===== config.mk =====
export PLATFORM = sky130hd
export DESIGN_NAME = action_sequencer
export DESIGN_NICKNAME = d
export VERILOG_FILES = /design/src/rtl/action_seq_pkg.sv /design/src/rtl/action_sequencer_dwell_timer.sv /design/src/rtl/action_sequencer.sv
export SDC_FILE = /design/constraint.sdc
export NUM_CORES = 1
export LEC_CHECK = 0
export ABC_AREA = 1
export CORE_MARGIN = 2
export CORE_UTILIZATION = 31
export DETAILED_ROUTE_END_ITERATION = 6
export GPL_TIMING_DRIVEN = 0
export PLACE_DENSITY = 0.43
export SLEW_MARGIN = 20
export SYNTH_ARGS = -nofsm -noshare
export SYNTH_HDL_FRONTEND = slang
export SYNTH_HIERARCHICAL = 1
export SYNTH_SLANG_ARGS = --single-unit

===== constraint.sdc =====
create_clock -name clk -period 3.2 [get_ports clk]
set_input_delay 0.48 -clock clk [delete_from_list [all_inputs] [get_ports clk]]
set_output_delay 0.48 -clock clk [all_outputs]
set_load 0.03 [all_outputs]

===== src/rtl/action_seq_pkg.sv =====
// Shared action codes and sequencer state encodings.
// Also consumed by the downstream two-digit display coder.
package action_seq_pkg;

  localparam logic [2:0] ACT_DN      = 3'b000;
  localparam logic [2:0] ACT_A1      = 3'b001;
  localparam logic [2:0] ACT_UP      = 3'b010;
  localparam logic [2:0] ACT_A2      = 3'b011;
  localparam logic [2:0] ACT_R1      = 3'b100;
  localparam logic [2:0] ACT_R2      = 3'b101;
  localparam logic [2:0] ACT_NOTHING = 3'b110;

  localparam int NUM_STEPS = 4;

  typedef enum logic [1:0] {
    ST_IDLE   = 2'd0,
    ST_RUN    = 2'd1,
    ST_FINISH = 2'd2
  } seq_state_e;

endpackage


===== src/rtl/action_sequencer_dwell_timer.sv =====
// Dwell timer: counts 0..DWELL-1 while enabled, pulses o_tc
// on the last cycle and wraps to zero; i_clr forces zero.
module dwell_timer #(
  parameter int DWELL = 50000000
) (
  input  logic clk,
  input  logic rst_n,
  input  logic i_en,
  input  logic i_clr,
  output logic o_tc
);

  localparam int CW = (DWELL > 1) ? $clog2(DWELL) : 1;
  localparam logic [CW-1:0] LAST = CW'(DWELL - 1);

  logic [CW-1:0] r_cnt;

  assign o_tc = i_en && (r_cnt == LAST);

  always_ff @(posedge clk or negedge rst_n) begin
    if (!rst_n) begin
      r_cnt <= '0;
    end else if (i_clr || o_tc) begin
      r_cnt <= '0;
    end else if (i_en) begin
      r_cnt <= r_cnt + 1'b1;
    end
  end

endmodule


===== src/rtl/action_sequencer.sv =====
// Action sequencer: plays a 4-step program, each step held DWELL cycles.
// Define ACTION_REPEAT_EN to loop the program until stop/reset.
module action_sequencer
  import action_seq_pkg::*;
#(
  parameter int DWELL = 50000000
) (
  input  logic       clk,
  input  logic       rst_n,
  input  logic       go,
  input  logic       stop,
  input  logic       prog,
  output logic [2:0] action,
  output logic       busy,
  output logic       done
);

  seq_state_e r_state;
  seq_state_e w_state_nxt;
  logic [1:0] r_step;
  logic [1:0] w_step_nxt;
  logic       r_prog;
  logic       w_prog_nxt;
  logic       r_done;
  logic       w_done_nxt;
  logic       w_tc;
  logic       w_run;

  assign w_run = (r_state == ST_RUN);

  dwell_timer #(
    .DWELL(DWELL)
  ) u_dwell (
    .clk   (clk),
    .rst_n (rst_n),
    .i_en  (w_run),
    .i_clr (!w_run),
    .o_tc  (w_tc)
  );

  function automatic logic [2:0] step_code(
    input logic       p,
    input logic [1:0] s
  );
    logic [2:0] c;
    c = ACT_DN;
    unique case (s)
      2'd0:    c = ACT_UP;
      2'd1:    c = p ? ACT_A2 : ACT_A1;
      2'd2:    c = p ? ACT_R2 : ACT_R1;
      default: c = ACT_DN;
    endcase
    return c;
  endfunction

  always_comb begin
    w_state_nxt = r_state;
    w_step_nxt  = r_step;
    w_prog_nxt  = r_prog;
    w_done_nxt  = 1'b0;
    unique case (r_state)
      ST_IDLE: begin
        if (go && !stop) begin
          w_state_nxt = ST_RUN;
          w_step_nxt  = 2'd0;
          w_prog_nxt  = prog;
        end
      end
      ST_RUN: begin
        if (stop) begin
          w_state_nxt = ST_IDLE;
          w_step_nxt  = 2'd0;
        end else if (w_tc) begin
          if (r_step == 2'(NUM_STEPS - 1)) begin
            w_step_nxt = 2'd0;
            w_done_nxt = 1'b1;
`ifdef ACTION_REPEAT_EN
            w_state_nxt = ST_RUN;
`else
            w_state_nxt = ST_FINISH;
`endif
          end else begin
            w_step_nxt = r_step + 2'd1;
          end
        end
      end
      ST_FINISH: begin
        w_state_nxt = ST_IDLE;
      end
      default: begin
        w_state_nxt = ST_IDLE;
        w_step_nxt  = 2'd0;
      end
    endcase
  end

  always_ff @(posedge clk or negedge rst_n) begin
    if (!rst_n) begin
      r_state <= ST_IDLE;
      r_step  <= 2'd0;
      r_prog  <= 1'b0;
      r_done  <= 1'b0;
    end else begin
      r_state <= w_state_nxt;
      r_step  <= w_step_nxt;
      r_prog  <= w_prog_nxt;
      r_done  <= w_done_nxt;
    end
  end

  // Decode from registered state so reset forces outputs without a clock.
  always_comb begin
    action = ACT_NOTHING;
    if (w_run) begin
      action = step_code(r_prog, r_step);
    end
  end

  assign busy = w_run;
  assign done = r_done;

endmodule


==> results.json <==
{
  "r2r_setup_slack_ns": 1.48,
  "finalCritPeriodShare_pct": 76.7,
  "min_path_type": "primary input to asynchronous set/reset pin",
  "dr.pass1.iters": 6,
  "seq_area_frac_synth_pct": 35.7,
  "rr_worst_depth": 9,
  "grt_pass1_vias": 2016,
  "drt_iter0_drc": 87,
  "start_util_pct": 31.5,
  "yosysWarnings": 6,
  "clockRootBuffer": "clkbuf_8",
  "syn2layout_area_growth_pct": 14.5,
  "cts_hold_buf": 0,
  "synth-seq-cells": 32,
  "place_hpwl_um": 4410,
  "dieArea_um2": 7940,
  "fin_setup_tns_ns": 0,
  "clk_pin_slew_ns": 0.07,
  "post-cts-setup-buffer-count": 0,
  "fin_crit_ns": 2.46,
  "rsz0062_at_grt": "no",
  "cp.arrival_ns": 1.98,
  "cts_tree": "yes",
  "syn_area_um2": 2240,
  "fp.dieH_um": 89.1,
  "clockBufferDepth": 2,
  "nets": 360,
  "wirelength_um": 5790,
  "fin_util_pct": 36.0,
  "cap_violations": 0,
  "finalHoldViolCount": 0,
  "final_common_cell": "nand2_1",
  "syn_avg_cell_area_um2": 6.76,
  "synth.distinct_cells": 28,
  "crit_path_end_kind": "output pin",
  "grt_use_total_pct": 16.4,
  "r2r_start": "r_state[1]$_DFFE_PN0P_",
  "crit_type": "flip-flop to output pin",
  "grt_pass1_wl_um": 9890,
  "h-tree-depth": 2,
  "antenna_found_initial": 0,
  "vias": 2052,
  "syn-num-nets": 343,
  "viasPerCell": 4.57,
  "ios": 10,
  "start_kind": "flip-flop",
  "cts_buffers": 5,
  "insertion_delay_ns": 0.29,
  "globalplace.congestion": 0.803,
  "outcome": "complete, no violations",
  "relSlewSlack_pct": 62.7,
  "cp_max_fo": 8,
  "drc": 0,
  "grt.overflow.total": 0,
  "drive_gt1_share_pct": 12.3,
  "cts_repair_resize_count": 0,
  "final_antenna_net_count": 0,
  "portBuffers": 9,
  "grt_max_degree": 18,
  "final_max_slew_viol_count": 0,
  "fmax_mhz": 407,
  "die_width_um": 89.1,
  "cts_sinks": 32,
  "num_rows": 31,
  "required_ns": 2.72,
  "finClkSkew_ns": 0.00766,
  "syn_inst": 332,
  "powerDensity_nw_per_um2": 339,
  "core_um2": 7140,
  "finalSetupViolCount": 0,
  "num-fill-cells": 826,
  "layout.cells.most_common_list": "nand2_1, nor2_1, inv_1",
  "routedWlPerCell_um": 12.9,
  "worstMarginPinSlew_ns": 0.560,
  "ir_drop_mv": 0.191,
  "p_leak_nw": 1.12,
  "num_antenna_cells": 0,
  "r2r_end": "u_dwell/r_cnt[11]$_DFFE_PN0P_"
}
==> worst max path at each step <==
stage,from,cells past startpoint,end
after global routing,r_step[0]$_DFFE_PN0P_,5,action[0]
after CTS,r_step[0]$_DFFE_PN0P_,5,action[0]
final,r_step[0]$_DFFE_PN0P_,5,action[0]
after global placement,rst_n,1,r_prog$_DFFE_PN0P_
after detailed placement,r_step[0]$_DFFE_PN0P_,5,action[0]
after floorplan,r_step[0]$_DFFE_PN0P_,4,action[0]
==> worst max-delay path, stage by stage, from the launching register on <==
cell and delay (ns):
dfrtp_1 0.47, inv_1 0.12, ha_1 0.16, a21oi_1 0.06, a211oi_1 0.18, clkdlybuf4s50_1 0.70
==> cells in the mapped netlist <==
cell	instances	area, um^2
nor2_4	7	78.8
dfrtp_1	32	801
nand2_4	2	22.5
nand4_2	1	12.5
o21ai_1	3	15.0
nand4_1	14	87.6
buf_6	1	11.3
nand2_1	94	353
nor3_1	8	40.0
o21ai_0	2	10.0
buf_2	2	10.0
nand2_2	8	50.1
inv_2	3	11.3
a211oi_1	1	7.51
a21oi_1	4	20.0
a21o_1	2	15.0
nand3_1	24	120
xor2_1	4	35.0
nand3b_1	1	7.51
inv_1	39	146
nand3_2	1	10.0
nor2_2	9	56.3
nor2_1	60	225
or2_1	1	6.26
ha_1	6	75.1
clkbuf_1	1	3.75
and2_1	1	6.26
buf_4	1	7.51
==> metrics by stage <==
stage | setup WS [ns] | power, W | cells | cell area, um^2 | hold WS (ns)
final | 0.745 | 0.000871 | 449 | 2570 | 0.127
after detailed placement | 1.05 | 0.000554 | 441 | 2480 | 0.452
after global routing | 0.570 | 0.000926 | 449 | 2570 | 0.152
after CTS | 0.707 | 0.000890 | 449 | 2570 | 0.144
after floorplan | 1.25 | 0.000501 | 332 | 2240 | 0.184
after global placement | 0.792 | 0.000552 | 440 | 2460 | 0.529
==> layer usage <==
layer | vias to the layer above | part of all wire, % | track usage, %
li1 | 1070 | - | -
met1 | 935 | 49 | 21.3
met2 | 36 | 45 | 26.8
met3 | 11 | 3.2 | 3.32
met4 | 0 | 2.7 | 6.11
met5 | - | 0 | 0
==> final cells by class <==
class / instances / area (um^2) / share of cell area, %
Clock buffer: 8 / 90.1 / 3.50
Tap cell: 99 / 124 / 4.82
Timing Repair Buffer: 10 / 113 / 4.38
Sequential cell: 32 / 801 / 31.1
Buffer: 5 / 32.5 / 1.27
Inverter: 42 / 158 / 6.13
Multi-Input combinational cell: 253 / 1250 / 48.8
==> sequential cells by signal, summed over array words and instances, names as in the netlist <==
register / flops
done: 1
r_prog: 1
r_state: 2
r_step: 2
u_dwell/r_cnt: 26
==> kinds of logic (layout without fill, tap and decap cells) <==
logic type	Yosys count	after routing	share of synthesized area, %
flip-flops	32	32	35.7
AND/OR/NAND/NOR	231	231	47.9
buffers and inverters	47	65	8.47
XOR/XNOR	4	4	1.56
adder cells (fa/ha/maj)	6	6	3.34
AO/OA/AOI/OAI	12	12	3.01
==> where the power goes <==
group          internal, W  switching (W)
clock             0.000175       0.000152
combinational    0.0000386      0.0000819
sequential        0.000412      0.0000103
No activity file was read; power rests on OpenSTA's default activity.
